### src/rtl/axil_pkg.sv
// rtl/axil_pkg.sv - shared AXI4-Lite response codes and master state encoding
package axil_pkg;

  localparam logic [1:0] RESP_OKAY   = 2'b00;
  localparam logic [1:0] RESP_EXOKAY = 2'b01;
  localparam logic [1:0] RESP_SLVERR = 2'b10;
  localparam logic [1:0] RESP_DECERR = 2'b11;

  typedef enum logic [2:0] {
    IDLE    = 3'd0,
    WR_REQ  = 3'd1,
    WR_RESP = 3'd2,
    RD_REQ  = 3'd3,
    RD_RESP = 3'd4,
    RSP     = 3'd5
  } axil_mst_state_t;

endpackage

### src/rtl/axil_cmd_master.sv
// rtl/axil_cmd_master.sv - single-outstanding command to AXI4-Lite master bridge with timeout
module axil_cmd_master
  import axil_pkg::*;
#(
  parameter int TIMEOUT = 255
) (
  input  logic        clk,
  input  logic        rst,
  input  logic        cmd_valid,
  output logic        cmd_ready,
  input  logic        cmd_write,
  input  logic [31:0] cmd_addr,
  input  logic [31:0] cmd_wdata,
  input  logic [3:0]  cmd_wstrb,
  output logic        rsp_valid,
  input  logic        rsp_ready,
  output logic [31:0] rsp_rdata,
  output logic [1:0]  rsp_resp,
  output logic        rsp_timeout,
  output logic        awvalid,
  input  logic        awready,
  output logic [31:0] awaddr,
  output logic        wvalid,
  input  logic        wready,
  output logic [31:0] wdata,
  output logic [3:0]  wstrb,
  input  logic        bvalid,
  output logic        bready,
  input  logic [1:0]  bresp,
  output logic        arvalid,
  input  logic        arready,
  output logic [31:0] araddr,
  input  logic        rvalid,
  output logic        rready,
  input  logic [31:0] rdata,
  input  logic [1:0]  rresp
);

  axil_mst_state_t state;
  logic [31:0] addr_q;
  logic [15:0] tcnt;
  logic        aw_done, w_done;
  logic        aw_fire, w_fire;
  logic        busy, expire, phase_done, timeout_hit;

  // Address is held in one register; only the channel whose valid is up uses it.
  assign awaddr    = addr_q;
  assign araddr    = addr_q;
  // Gated by rst so the port reads 0 while reset is asserted even though state is IDLE.
  assign cmd_ready = (state == IDLE) && !rst;

  assign aw_fire = awvalid && awready;
  assign w_fire  = wvalid && wready;
  assign busy    = (state == WR_REQ) || (state == WR_RESP) ||
                   (state == RD_REQ) || (state == RD_RESP);
  // Expire on the cycle whose increment would bring the count to TIMEOUT.
  assign expire  = (17'(tcnt) + 17'd1) >= 17'(TIMEOUT);
  assign timeout_hit = busy && expire && !phase_done;

  // Decide whether the current state's handshake completes this cycle; it beats a timeout.
  always_comb begin
    phase_done = 1'b0;
    case (state)
      WR_REQ:  phase_done = (aw_done || aw_fire) && (w_done || w_fire);
      WR_RESP: phase_done = bvalid && bready;
      RD_REQ:  phase_done = arvalid && arready;
      RD_RESP: phase_done = rvalid && rready;
      default: phase_done = 1'b0;
    endcase
  end

  // Transaction FSM with registered AXI and response outputs.
  always_ff @(posedge clk or posedge rst) begin
    if (rst) begin
      state       <= IDLE;
      addr_q      <= '0;
      wdata       <= '0;
      wstrb       <= '0;
      tcnt        <= '0;
      aw_done     <= 1'b0;
      w_done      <= 1'b0;
      awvalid     <= 1'b0;
      wvalid      <= 1'b0;
      bready      <= 1'b0;
      arvalid     <= 1'b0;
      rready      <= 1'b0;
      rsp_valid   <= 1'b0;
      rsp_rdata   <= '0;
      rsp_resp    <= '0;
      rsp_timeout <= 1'b0;
    end else begin
      if (busy) tcnt <= tcnt + 16'd1;
      case (state)
        IDLE: begin
          if (cmd_valid) begin
            addr_q  <= cmd_addr;
            wdata   <= cmd_wdata;
            wstrb   <= cmd_wstrb;
            tcnt    <= '0;
            aw_done <= 1'b0;
            w_done  <= 1'b0;
            if (cmd_write) begin
              awvalid <= 1'b1;
              wvalid  <= 1'b1;
              state   <= WR_REQ;
            end else begin
              arvalid <= 1'b1;
              state   <= RD_REQ;
            end
          end
        end
        WR_REQ: begin
          if (aw_fire) begin
            awvalid <= 1'b0;
            aw_done <= 1'b1;
          end
          if (w_fire) begin
            wvalid <= 1'b0;
            w_done <= 1'b1;
          end
          if (phase_done) begin
            bready <= 1'b1;
            state  <= WR_RESP;
          end
        end
        WR_RESP: begin
          if (phase_done) begin
            bready      <= 1'b0;
            rsp_resp    <= bresp;
            rsp_rdata   <= '0;
            rsp_timeout <= 1'b0;
            rsp_valid   <= 1'b1;
            state       <= RSP;
          end
        end
        RD_REQ: begin
          if (phase_done) begin
            arvalid <= 1'b0;
            rready  <= 1'b1;
            state   <= RD_RESP;
          end
        end
        RD_RESP: begin
          if (phase_done) begin
            rready      <= 1'b0;
            rsp_rdata   <= rdata;
            rsp_resp    <= rresp;
            rsp_timeout <= 1'b0;
            rsp_valid   <= 1'b1;
            state       <= RSP;
          end
        end
        RSP: begin
          if (rsp_ready) begin
            rsp_valid <= 1'b0;
            state     <= IDLE;
          end
        end
        default: state <= IDLE;
      endcase
      // Forced completion overrides whatever the busy state scheduled above.
      if (timeout_hit) begin
        awvalid     <= 1'b0;
        wvalid      <= 1'b0;
        bready      <= 1'b0;
        arvalid     <= 1'b0;
        rready      <= 1'b0;
        rsp_resp    <= RESP_SLVERR;
        rsp_rdata   <= '0;
        rsp_timeout <= 1'b1;
        rsp_valid   <= 1'b1;
        state       <= RSP;
      end
    end
  end

endmodule
### config.mk
export PLATFORM = sky130hd
export DESIGN_NAME = axil_cmd_master
export DESIGN_NICKNAME = d
export VERILOG_FILES = /design/src/rtl/axil_pkg.sv /design/src/rtl/axil_cmd_master.sv
export SDC_FILE = /design/constraint.sdc
export NUM_CORES = 1
export LEC_CHECK = 0
export ABC_AREA = 1
export BUFFER_PORTS_ARGS = -buffer_cell sky130_fd_sc_hd__buf_2
export CORE_AREA = 2 2 148 150
export CTS_BUF_LIST = sky130_fd_sc_hd__clkbuf_8 sky130_fd_sc_hd__clkbuf_16
export CTS_CLUSTER_DIAMETER = 50
export DETAILED_ROUTE_END_ITERATION = 6
export DIE_AREA = 0 0 150 152
export PLACE_DENSITY_LB_ADDON = 0.3
export SLEW_MARGIN = 20
export SYNTH_ARGS = -nofsm -noshare
export SYNTH_HDL_FRONTEND = slang
export SYNTH_SLANG_ARGS = --single-unit
### constraint.sdc
create_clock -name clk -period 5.4 [get_ports clk]
set_clock_uncertainty 0.1 [all_clocks]
set_input_delay 0.54 -clock clk [delete_from_list [all_inputs] [get_ports clk]]
set_output_delay 0.54 -clock clk [all_outputs]
set_load 0.05 [all_outputs]
==> summary.md, run 1 <==
| Metric | Value |
|---|---|
| Status | finished clean |
| Number of enable-type register cells in the synthesized netlist | 0 |
| Async set-reset flop share out of synthesis | 1.00 |
| Cells along the critical path | nor2_1 > inv_2 > nor2_4 > nand3_1 > nand2_1 > nor3_4 > nand3_4 > nand2_4 > inv_4 > o21ai_0 |
| Post-DR wirelength/cell | 13.4 um |
| Top cell family by delay on the critical path | simple AND/OR/NAND/NOR gates |
| Setup Viol. Count Final | 0 |
| Post-route clock period utilization | 0.645 |
| Top area cells in the synthesized netlist | sky130_fd_sc_hd__dfrtp_1, sky130_fd_sc_hd__nand2_1, sky130_fd_sc_hd__nand3_1, sky130_fd_sc_hd__buf_4, sky130_fd_sc_hd__inv_1 |
| Hold Slack | 0.154 ns |
| Post-synthesis sequential element count | 130 |
| First-pass GRT wire length | 27,400 um |
| Post-synth net total | 878 |
| Total CTS buffers | 17 |
| Initial core utilization | 0.292 |
| Number of distinct standard cells referenced by the synthesized netlist | 38 |
| Filler Cells Inserted | 2,279 |
| Share of post-route cells with drive strength above 1 | 0.337 |
| Hpwl dp | 11,700 um |
| Die outline width | 150 um |
| Top cell type by total area after synthesis | sky130_fd_sc_hd__dfrtp_1 |
| Most used standard cell by instance count after synthesis | sky130_fd_sc_hd__nand2_1 |
| Shortest period the worst path allows | 3.48 ns |
| Clock slew at the register clock pins of the worst setup and hold paths | 0.06 ns |
| Number of I/O port buffers | 255 |
| Count of final hold-check violations | 0 |
| DR iter-0 viols | 358 |
| Mapped Avg Cell Area | 8.18 um^2 |
| Total global routing track utilization | 0.150 |
| Worst slew margin relative to its limit | 0.326 |
| Final Wtd Congestion | 0.859 |
| H-tree level count | 4 |
| CTS Sinks | 130 |
| Number of antenna violations at the first check in global routing | 1 |
| Detailed-routing iteration count for the pre-antenna-repair pass | 4 |
| CTS tree | built |
| Setup crit start kind | register |
| Commonest register cell after synthesis | sky130_fd_sc_hd__dfrtp_1 |
| Post-layout nets | 1,090 |
| Count of unresolved DRC violations after routing | 0 |
| Vias post-DR | 5,500 |
| Path category of the worst min-delay check | input port to asynchronous set/reset pin |
| TNS Setup | 0 ns |
| Max Slew Vio Count | 0 |
| Tightest Pin Transition | 1.01 ns |
| Wirelength, routed | 17,000 um |
| Post-cts resize count | 0 |
| Area of the die | 22,800 um^2 |
| Max_cap viols | 0 |
| Number of nets with antenna violations after routing | 0 |
| CTS Hold Bufs | 0 |
| Slowest Stage Delay on Critical Path | 0.62 ns |
| CTS root buffer | sky130_fd_sc_hd__clkbuf_16 |
| Rows | 54 |
| Share of Yosys cell area claimed by the top area cell type | 0.522 |
| Largest net degree at the start of global routing | 86 |
| Mapped Area | 6240 um^2 |
| Clock latency on the worst-skew pair | 0.41 ns |
| Area delta synth->final | 28.3% |
| Required time of the critical path | 5.56 ns |
| Total congestion overflow after global routing | 0 |
| Worst setup path class | register to register |
| Cells after Synth | 762 |
| Proportion of synthesized chip area in sequential cells | 0.522 |
| RSZ-0062 raised after global routing | false |
| Yosys Warn Count | 0 |
| Number of I/O pins | 256 |
| Worst EP arrival | 3.64 ns |
| Crit path capture type | register |
| Die Ht | 152 um |
| CORE AREA | 21,400 um^2 |
| Buf+Inv Stages, Crit Path | 2 |
| Achievable Freq | 287 MHz |
| Via count of the first global-routing pass | 5,345 |
| Setup bufs post-CTS | 0 |
| Top cell types by occurrence after synthesis | sky130_fd_sc_hd__nand2_1, sky130_fd_sc_hd__dfrtp_1, sky130_fd_sc_hd__nand3_1 |
| Routed via count divided by cell count | 4.34 |
| Buffer levels on the longest clock path | 2 |
| Critical-path top delay cell | sky130_fd_sc_hd__nor2_4 |
| Largest fanout on the critical path | 68 |
## final timing paths
check,startpoint,end,slack [ns],cells after the start
worst min-delay path,rst,arvalid,0.15,2
worst min register to register,wstrb[1],wstrb[1],0.36,2
max in group asynchronous,rst,wdata[28],3.86,3
worst max-delay path,state[1],rsp_rdata[2],1.92,10
min in group clk,cmd_wdata[17],wdata[17],0.22,3
worst max register to register,state[1],rsp_rdata[2],1.92,10
## logic make-up (layout without fill, tap and decap cells)
family | Yosys count | after routing | synth area share
buffers and inverters | 115 | 340 | 0.101
other | 0 | 1 | 0
xor gates and xnor gates | 6 | 6 | 0.00843
AOI/OAI and AO/OA | 67 | 67 | 0.0656
and+or+nand+nor | 442 | 442 | 0.300
adders and majority gates | 2 | 2 | 0.00401
DFF | 130 | 130 | 0.522
## worst register-to-register path, cell delays in order, from the launching register on
cell                      delay, ns
sky130_fd_sc_hd__dfrtp_1       0.41
sky130_fd_sc_hd__nor2_1        0.21
sky130_fd_sc_hd__inv_2         0.09
sky130_fd_sc_hd__nor2_4        0.62
sky130_fd_sc_hd__nand3_1       0.27
sky130_fd_sc_hd__nand2_1       0.22
sky130_fd_sc_hd__nor3_4        0.09
sky130_fd_sc_hd__nand3_4       0.44
sky130_fd_sc_hd__nand2_4       0.10
sky130_fd_sc_hd__inv_4         0.54
sky130_fd_sc_hd__o21ai_0       0.24
## metal layers
metal,track usage,vias up,part of all wire
met3,0.0435,28,0.045
met4,0.0575,0,0.025
met1,0.197,2529,0.44
met5,0,-,0
met2,0.235,145,0.49
li1,-,2798,-
## cells in the final DEF, fill, tap and decap left out, types with 10 or more instances in the layout
cell,netlist,final
sky130_fd_sc_hd__o21ai_0,23,23
sky130_fd_sc_hd__nor2_1,32,32
sky130_fd_sc_hd__o21ai_1,16,16
sky130_fd_sc_hd__nand2_2,10,10
sky130_fd_sc_hd__inv_1,42,44
sky130_fd_sc_hd__dfrtp_1,130,130
sky130_fd_sc_hd__buf_2,6,255
sky130_fd_sc_hd__nand3_1,60,60
sky130_fd_sc_hd__o21ai_2,10,10
sky130_fd_sc_hd__clkbuf_16,0,17
sky130_fd_sc_hd__nand2_1,313,313
## metrics by stage
| step | utilization | std cells | setup WS [ns] | area (um^2) |
|---|---|---|---|---|
| after floorplan | - | 762 | 1.29 | 6240 |
| after global placement | 0.349 | 1235 | 1.99 | 7460 |
| after detailed placement | 0.349 | 1235 | 1.89 | 7460 |
| after CTS | 0.375 | 1267 | 1.85 | 8000 |
| after global routing | 0.375 | 1268 | 1.50 | 8000 |
| final | 0.375 | 1268 | 1.92 | 8000 |
## registers in the layout, indices dropped and copies added (netlist names), 2 cells and up
signal,flops
tcnt,16
wstrb,4
araddr,32
wdata,32
rsp_resp,2
rsp_rdata,32
state,3
## layout make-up
cell class              count  area, um^2  area share
well taps                 280         350      0.0438
clock buffers              18         439      0.0549
flip-flops and latches    130        3250       0.407
repair buffers            258        1300       0.162
multi-input cells         517        2360       0.295
clock inverters            14         101      0.0127
diodes                      1        2.50    0.000313
inverters                  50         195      0.0244
Power of run 1 is left out: the tool's default activity adds up to more than one toggle a clock period on the data nets, which glitch-free logic cannot reach.
==> run 2: changes to the inputs <==
clock period = 2.9 ns   (was 5.4 ns; I/O delays follow)
==> run 2 against run 1 <==
Effect of this change:
- sequential share of layout area is 4.1 points lower
- critical path depth is 4 higher
- cell count is 5.9% higher
- non-clock buffer count is 76 higher
- die area stayed put
==> summary.md, run 2 (same netlist as run 1, synthesis figures left out) <==
| Metric | Value |
|---|---|
| Status | finished clean |
| Hold Slack | 0.0290 ns (-0.125 ns) |
| Buffer levels on the longest clock path | 2 (unchanged) |
| Path category of the worst min-delay check | input port to register |
| Share of post-route cells with drive strength above 1 | 0.322 (-0.0157) |
| Number of I/O pins | 256 (unchanged) |
| Leakage power total | 0.00488 uW |
| Switch share | 0.540 |
| Routed via count divided by cell count | 4.35 (+0.20%) |
| Required time of the critical path | 3.13 ns (-2.43 ns) |
| Setup Viol. Count Final | 0 (unchanged) |
| Count of unresolved DRC violations after routing | 0 (unchanged) |
| Worst setup path class | register to register |
| Final Total Pwr | 12,200 uW |
| Power density normalized to cell area | 1370 nW/um^2 |
| Tightest Pin Transition | 0.846 ns (-0.162 ns) |
| Hold_sp | rdata[19] |
| Source of the worst register-to-register timing path | tcnt[0] |
| R2R cell count | 14 (+4) |
| Post-cts resize count | 0 (unchanged) |
| Rows | 54 (unchanged) |
| Vias post-DR | 5,837 (+6.1%) |
| Detailed-routing iteration count for the pre-antenna-repair pass | 4 (unchanged) |
| CORE AREA | 21,400 um^2 (unchanged) |
| Wirelength, routed | 17,700 um (+4.5%) |
| Post-route clock period utilization | 0.866 (+0.221) |
| CP most frequent cell | sky130_fd_sc_hd__nand2_1 |
| Power Internal | 5630 uW |
| Max_cap viols | 0 (unchanged) |
| Total CTS buffers | 17 (unchanged) |
| Die outline width | 150 um (unchanged) |
| Switching pwr | 6600 uW |
| Largest net degree at the start of global routing | 79 (-8.1%) |
| Commonest non-fill, non-tap cells in the layout | sky130_fd_sc_hd__nand2_1, sky130_fd_sc_hd__buf_2, sky130_fd_sc_hd__dfrtp_1, sky130_fd_sc_hd__dlygate4sd3_1, sky130_fd_sc_hd__nand3_1 |
| Post-layout nets | 1,166 (+7.0%) |
| Share of the core filled with cells | 0.417 (+0.0423) |
| Instance count along the most critical hold path | 3 |
| Total inserted antenna cells | 0 (-1) |
| Setup bufs post-CTS | 0 (unchanged) |
| Largest fanout on the critical path | 34 (-50%) |
| Final Wtd Congestion | 0.822 (-4.4%) |
| Clock power share | 0.187 |
| Area of the die | 22,800 um^2 (unchanged) |
| Total congestion overflow after global routing | 0 (unchanged) |
| Cells along the critical path | ha_1 > nand2_1 > nor2_2 > nand3_1 > nand2_1 > nand3_1 > nor2_1 > nand3_2 > nand3_4 > nand2_4 > inv_4 > buf_12 > nand2_1 > o21ai_1 |
| Count of final hold-check violations | 0 (unchanged) |
| Clock slew at the register clock pins of the worst setup and hold paths | 0.06 ns (about the same) |
| Largest vdd supply drop | 0.000789 V |
| Max Slew Vio Count | 0 (unchanged) |
| Initial core utilization | 0.292 (unchanged) |
| Setup crit start kind | register |
| Number of nets with antenna violations after routing | 0 (unchanged) |
| Capture endpoint of the worst hold path | rsp_rdata[19] |
| DR iter-0 viols | 296 (-17%) |
| Crit path capture type | register |
| Area delta synth->final | 42.8% |
| Number of antenna violations at the first check in global routing | 0 (-1) |
| Critical-path top delay cell | sky130_fd_sc_hd__dfrtp_1 |
| Shortest period the worst path allows | 2.51 ns (-0.970 ns) |
| CTS Hold Bufs | 69 (+69) |
| Area of all placed cells without fillers | 8900 um^2 (+11%) |
| Power share of the combinational group | 0.555 |
| Worst slew margin relative to its limit | 0.435 (+0.108) |
| Die Ht | 152 um (unchanged) |
| Via count of the first global-routing pass | 5,705 (+6.7%) |
| Achievable Freq | 398 MHz (+39%) |
| H-tree level count | 4 (unchanged) |
| Leading cell type in the layout, fill and taps excluded | sky130_fd_sc_hd__nand2_1 |
| Part of the total power dissipated in sequential elements | 0.258 |
| CTS tree | built |
| Worst EP arrival | 2.74 ns (-0.90 ns) |
| Slowest Stage Delay on Critical Path | 0.44 ns (-0.18 ns) |
| TNS Setup | 0 ns (unchanged) |
| Number of I/O port buffers | 255 (unchanged) |
| CTS root buffer | sky130_fd_sc_hd__clkbuf_16 |
| First-pass GRT wire length | 28,800 um (+4.8%) |
| Hpwl dp | 12,100 um (+3.2%) |
| Total global routing track utilization | 0.156 (+0.00598) |
| Dpl cell area | 7580 um^2 (+1.7%) |
| RSZ-0062 raised after global routing | false |
| Post-DR wirelength/cell | 13.2 um (-1.4%) |
| Critical R2R Capture | rsp_rdata[14] |
| CTS Sinks | 130 (unchanged) |
| Flop2flop setup slack | 0.39 ns (-1.53 ns) |
| Clock latency on the worst-skew pair | 0.41 ns (about the same) |
==> run 2: changes by cell type in the layout (fill, tap and decap cells not counted), sizes merged <==
cell         change
inv              -2
buf              +7
diode            -1
bufinv           +3
clkinvlp         -1
dlygate4sd3     +69
==> run 2: critical path: cells and delay by family (launching register included) <==
family          cells  cell delay, ns
flops               1            0.44
compound gates      1            0.08
buf+inv             2            0.47
fa+ha+maj           1            0.22
simple gates       10            1.12
==> run 2: per-stage QoR <==
stage          setup slack [ns]  std cells
6_report                  0.388       1343
5_1_grt                  0.0934       1343
4_1_cts                   0.369       1343
3_5_place_dp              0.395       1242
3_3_place_gp              0.471       1242
2_1_floorplan             0.799        762
==> run 2: how the worst max path moves through the flow <==
stage	start	to	slack (ns)	cells past startpoint
final	tcnt[0]	rsp_rdata[14]	0.39	14
after global routing	tcnt[0]	rsp_rdata[14]	0.09	14
after CTS	tcnt[0]	rsp_rdata[14]	0.37	14
after detailed placement	tcnt[0]	rsp_rdata[14]	0.40	14
after global placement	tcnt[0]	rsp_rdata[19]	0.47	12
after floorplan	tcnt[0]	rsp_rdata[0]	0.80	15
==> run 2: final cells by class <==
type	instances	area, um^2
clock buffers	18	439
flip-flops and latches	130	3250
well taps	280	350
fillers	2163	12400
repair buffers	334	2120
inverters	50	194
clock inverters	14	189
multi-input cells	517	2360
==> run 2: power groups by stage <==
stage | clock, uW | combinational [uW] | sequential [uW]
5_1_grt | 2410 | 7310 | 3270
6_report | 2280 | 6790 | 3160
2_1_floorplan | 0 | 3500 | 5220
3_5_place_dp | 0 | 6760 | 3170
4_1_cts | 2340 | 6830 | 3160
3_3_place_gp | 0 | 6720 | 3170
==> run 2: layer usage <==
metal / vias up / GRT usage / routed length [um]
li1: 2945 / - / -
met1: 2736 / 0.200 / 7880
met2: 130 / 0.259 / 8830
met3: 26 / 0.0345 / 634
met4: 0 / 0.0571 / 388
met5: - / 0 / 0
No activity file was read; power rests on OpenSTA's default activity.
==> run 3: changes to the inputs <==
CTS_BUF_LIST = not set   (was sky130_fd_sc_hd__clkbuf_8 sky130_fd_sc_hd__clkbuf_16)
RECOVER_POWER = 50   (was not set)
==> run 3 against run 2 <==
Effect of this change:
- sequential share of layout area grew 0.79 points
- non-clock buffer count is the same
- wire length shrank 0.11%
- register-to-register slack barely moved
- fmax up 0.19%
- cell count is the same
- sequential cell count is the same
- sequential power hardly changed
- the run now ends with capacitance limit, slew limit left
- largest power group unchanged
- worst hold slack worse by 0.0026 ns
- count of clock-buffer cells in the layout grew 2
- via count is 0.21% higher
- core utilization down 0.88 points
==> summary.md, run 3 (same netlist as run 1, synthesis figures left out) <==
| Metric | Value |
|---|---|
| Status | complete, but fails checks |
| Violated checks | capacitance limit, slew limit |
| Largest fanout on the critical path | 34 (unchanged) |
| Number of I/O port buffers | 255 (unchanged) |
| Die Ht | 152 um (unchanged) |
| Clock latency on the worst-skew pair | 0.41 ns (about the same) |
| Routed via count divided by cell count | 4.36 (+0.21%) |
| Hold_sp | rdata[19] |
| Setup Viol. Count Final | 0 (unchanged) |
| Largest vdd supply drop | 0.000734 V (-6.9%) |
| CTS tree | built |
| Max Slew Vio Count | 34 (+34) |
| Number of cells in the finished layout apart from fillers | 1,343 (unchanged) |
| Die outline width | 150 um (unchanged) |
| Detailed-routing iteration count for the pre-antenna-repair pass | 4 (unchanged) |
| R2R cell count | 14 (unchanged) |
| Source of the worst register-to-register timing path | tcnt[0] |
| Required time of the critical path | 3.13 ns (about the same) |
| Post-cts resize count | 0 (unchanged) |
| Total CTS buffers | 17 (unchanged) |
| Wirelength, routed | 17,700 um (-0.11%) |
| Instance count along the most critical hold path | 3 (unchanged) |
| Total inserted antenna cells | 0 (unchanged) |
| Path category of the worst min-delay check | input port to register |
| Max_cap viols | 1 (+1) |
| Setup crit start kind | register |
| Worst EP arrival | 2.74 ns (about the same) |
| Share of the core filled with cells | 0.408 (-0.00885) |
| Post-route clock period utilization | 0.864 (-0.00166) |
| Leading cell type in the layout, fill and taps excluded | sky130_fd_sc_hd__nand2_1 |
| Clock slew at the register clock pins of the worst setup and hold paths | 0.06 ns (about the same) |
| Shortest period the worst path allows | 2.51 ns (-0.00480 ns) |
| Capture endpoint of the worst hold path | rsp_rdata[19] |
| Power density normalized to cell area | 1380 nW/um^2 (+0.48%) |
| Worst setup path class | register to register |
| Met1 WL | 7870 um (-0.18%) |
| Crit path capture type | register |
| Via count of the first global-routing pass | 5,703 (-0.035%) |
| Highest signal layer in the routed design | met4 |
| Final Wtd Congestion | 0.822 (unchanged) |
| Setup bufs post-CTS | 0 (unchanged) |
| Initial core utilization | 0.292 (unchanged) |
| Total congestion overflow after global routing | 0 (unchanged) |
| Number of I/O pins | 256 (unchanged) |
| Hpwl dp | 12,100 um (unchanged) |
| First-pass GRT wire length | 28,700 um (about the same) |
| Flop2flop setup slack | 0.39 ns (about the same) |
| Commonest non-fill, non-tap cells in the layout | sky130_fd_sc_hd__nand2_1, sky130_fd_sc_hd__clkbuf_1, sky130_fd_sc_hd__dfrtp_1, sky130_fd_sc_hd__buf_2, sky130_fd_sc_hd__dlygate4sd3_1 |
| Total global routing track utilization | 0.156 (about the same) |
| Vias post-DR | 5,849 (+0.21%) |
| Rows | 54 (unchanged) |
| Area of the die | 22,800 um^2 (unchanged) |
| Final Worst Setup Slack | 0.393 ns (+0.00480 ns) |
| Critical-path top delay cell | sky130_fd_sc_hd__dfrtp_1 |
| Critical R2R Capture | rsp_rdata[14] |
| Slowest Stage Delay on Critical Path | 0.44 ns (about the same) |
| Filler Cells Inserted | 2,236 (+3.4%) |
| CORE AREA | 21,400 um^2 (unchanged) |
| Met3 Routed Length | 616 um (-2.8%) |
| Count of final hold-check violations | 0 (unchanged) |
| Buf+Inv Stages, Crit Path | 2 (unchanged) |
| Leakage power total | 0.00438 uW (-10%) |
| Largest net degree at the start of global routing | 79 (unchanged) |
| Post-layout nets | 1,166 (unchanged) |
| Share of post-route cells with drive strength above 1 | 0.193 (-0.129) |
| CP most frequent cell | sky130_fd_sc_hd__nand2_1 |
| TNS Setup | 0 ns (unchanged) |
| CTS Sinks | 130 (unchanged) |
| Number of antenna violations at the first check in global routing | 0 (unchanged) |
| RSZ-0062 raised after global routing | false |
| H-tree level count | 4 (unchanged) |
| Worst slew margin relative to its limit | -0.127 (-0.561) |
| DR iter-0 viols | 338 (+14%) |
| Achievable Freq | 399 MHz (+0.19%) |
| Total length of routed met2 wires | 8850 um (+0.29%) |
| Area delta synth->final | 39.7% |
| Buffer levels on the longest clock path | 2 (unchanged) |
| Post-DR wirelength/cell | 13.2 um (-0.11%) |
| Number of nets with antenna violations after routing | 0 (unchanged) |
| Tightest Pin Transition | 1.68 ns (+0.835 ns) |
| Instance count after placement with tap cells included | 1,242 (unchanged) |
| Top cell family by delay on the critical path | simple AND/OR/NAND/NOR gates |
| CTS root buffer | sky130_fd_sc_hd__clkbuf_16 |
| Count of unresolved DRC violations after routing | 0 (unchanged) |
| Worst-case setup slack after placement | 0.395 ns (unchanged) |
| Cells along the critical path | ha_1 > nand2_1 > nor2_2 > nand3_1 > nand2_1 > nand3_1 > nor2_1 > nand3_2 > nand3_4 > nand2_4 > inv_4 > buf_12 > nand2_1 > o21ai_1 |
-- run 3: cell count changes in the layout (fill, tap and decap cells not counted) --
cell / previous run / this run
sky130_fd_sc_hd__buf_12: 6 / 5
sky130_fd_sc_hd__buf_2: 255 / 118
sky130_fd_sc_hd__clkbuf_1: 0 / 139
sky130_fd_sc_hd__clkbuf_2: 0 / 1
sky130_fd_sc_hd__clkinvlp_2: 0 / 1
sky130_fd_sc_hd__clkinvlp_4: 2 / 1
sky130_fd_sc_hd__inv_1: 42 / 40
-- run 3: what timing repair did --
| action | 4_1_cts | 5_1_grt |
|---|---|---|
| hold buffers | 69 | 0 |
| setup endpoints to repair | 0 | 0 |
| endpoints found under the hold margin | 100 | 0 |
-- run 3: layer usage --
metal / vias to the layer above / track usage
met5: - / 0
met4: 0 / 0.0571
met3: 26 / 0.0345
met2: 123 / 0.259
met1: 2759 / 0.200
li1: 2941 / -
-- run 3: layout make-up --
cell class / count / area (um^2) / area share
Clock buffer: 20 / 447 / 0.0513
Clock inverter: 12 / 181 / 0.0208
Tap cell: 280 / 350 / 0.0402
Timing Repair Buffer: 334 / 1930 / 0.222
Inverter: 50 / 191 / 0.0220
Sequential cell: 130 / 3250 / 0.373
Multi-Input combinational cell: 517 / 2360 / 0.271
-- run 3: worst min-delay path, stage by stage --
cell and delay [ns]:
sky130_fd_sc_hd__buf_2 0.10, sky130_fd_sc_hd__nand3_1 0.07, sky130_fd_sc_hd__o21ai_1 0.05
-- run 3: per-stage QoR --
step,instance area (um^2),hold slack [ns],power [uW]
finish,8710,0.0264,12000
CTS,8900,0.0175,12300
global route,8710,0.0189,12800
global placement,7580,0.351,9890
detailed placement,7580,0.358,9930
floorplan,6240,0.308,8720
-- run 3: how the worst max path moves through the flow --
stage               startpoint             to  slack [ns]  cells past startpoint
floorplan              tcnt[0]   rsp_rdata[0]        0.80                     15
global placement       tcnt[0]  rsp_rdata[19]        0.47                     12
detailed placement     tcnt[0]  rsp_rdata[14]        0.40                     14
CTS                    tcnt[0]  rsp_rdata[14]        0.37                     14
global route           tcnt[0]  rsp_rdata[14]        0.09                     14
finish                 tcnt[0]  rsp_rdata[14]        0.39                     14
-- run 3: report_power, final --
part,switching [uW],total (uW),internal [uW]
sequential,600,3190,2590
combinational,5200,6560,1360
clock,822,2290,1470
total,6620,12000,5410
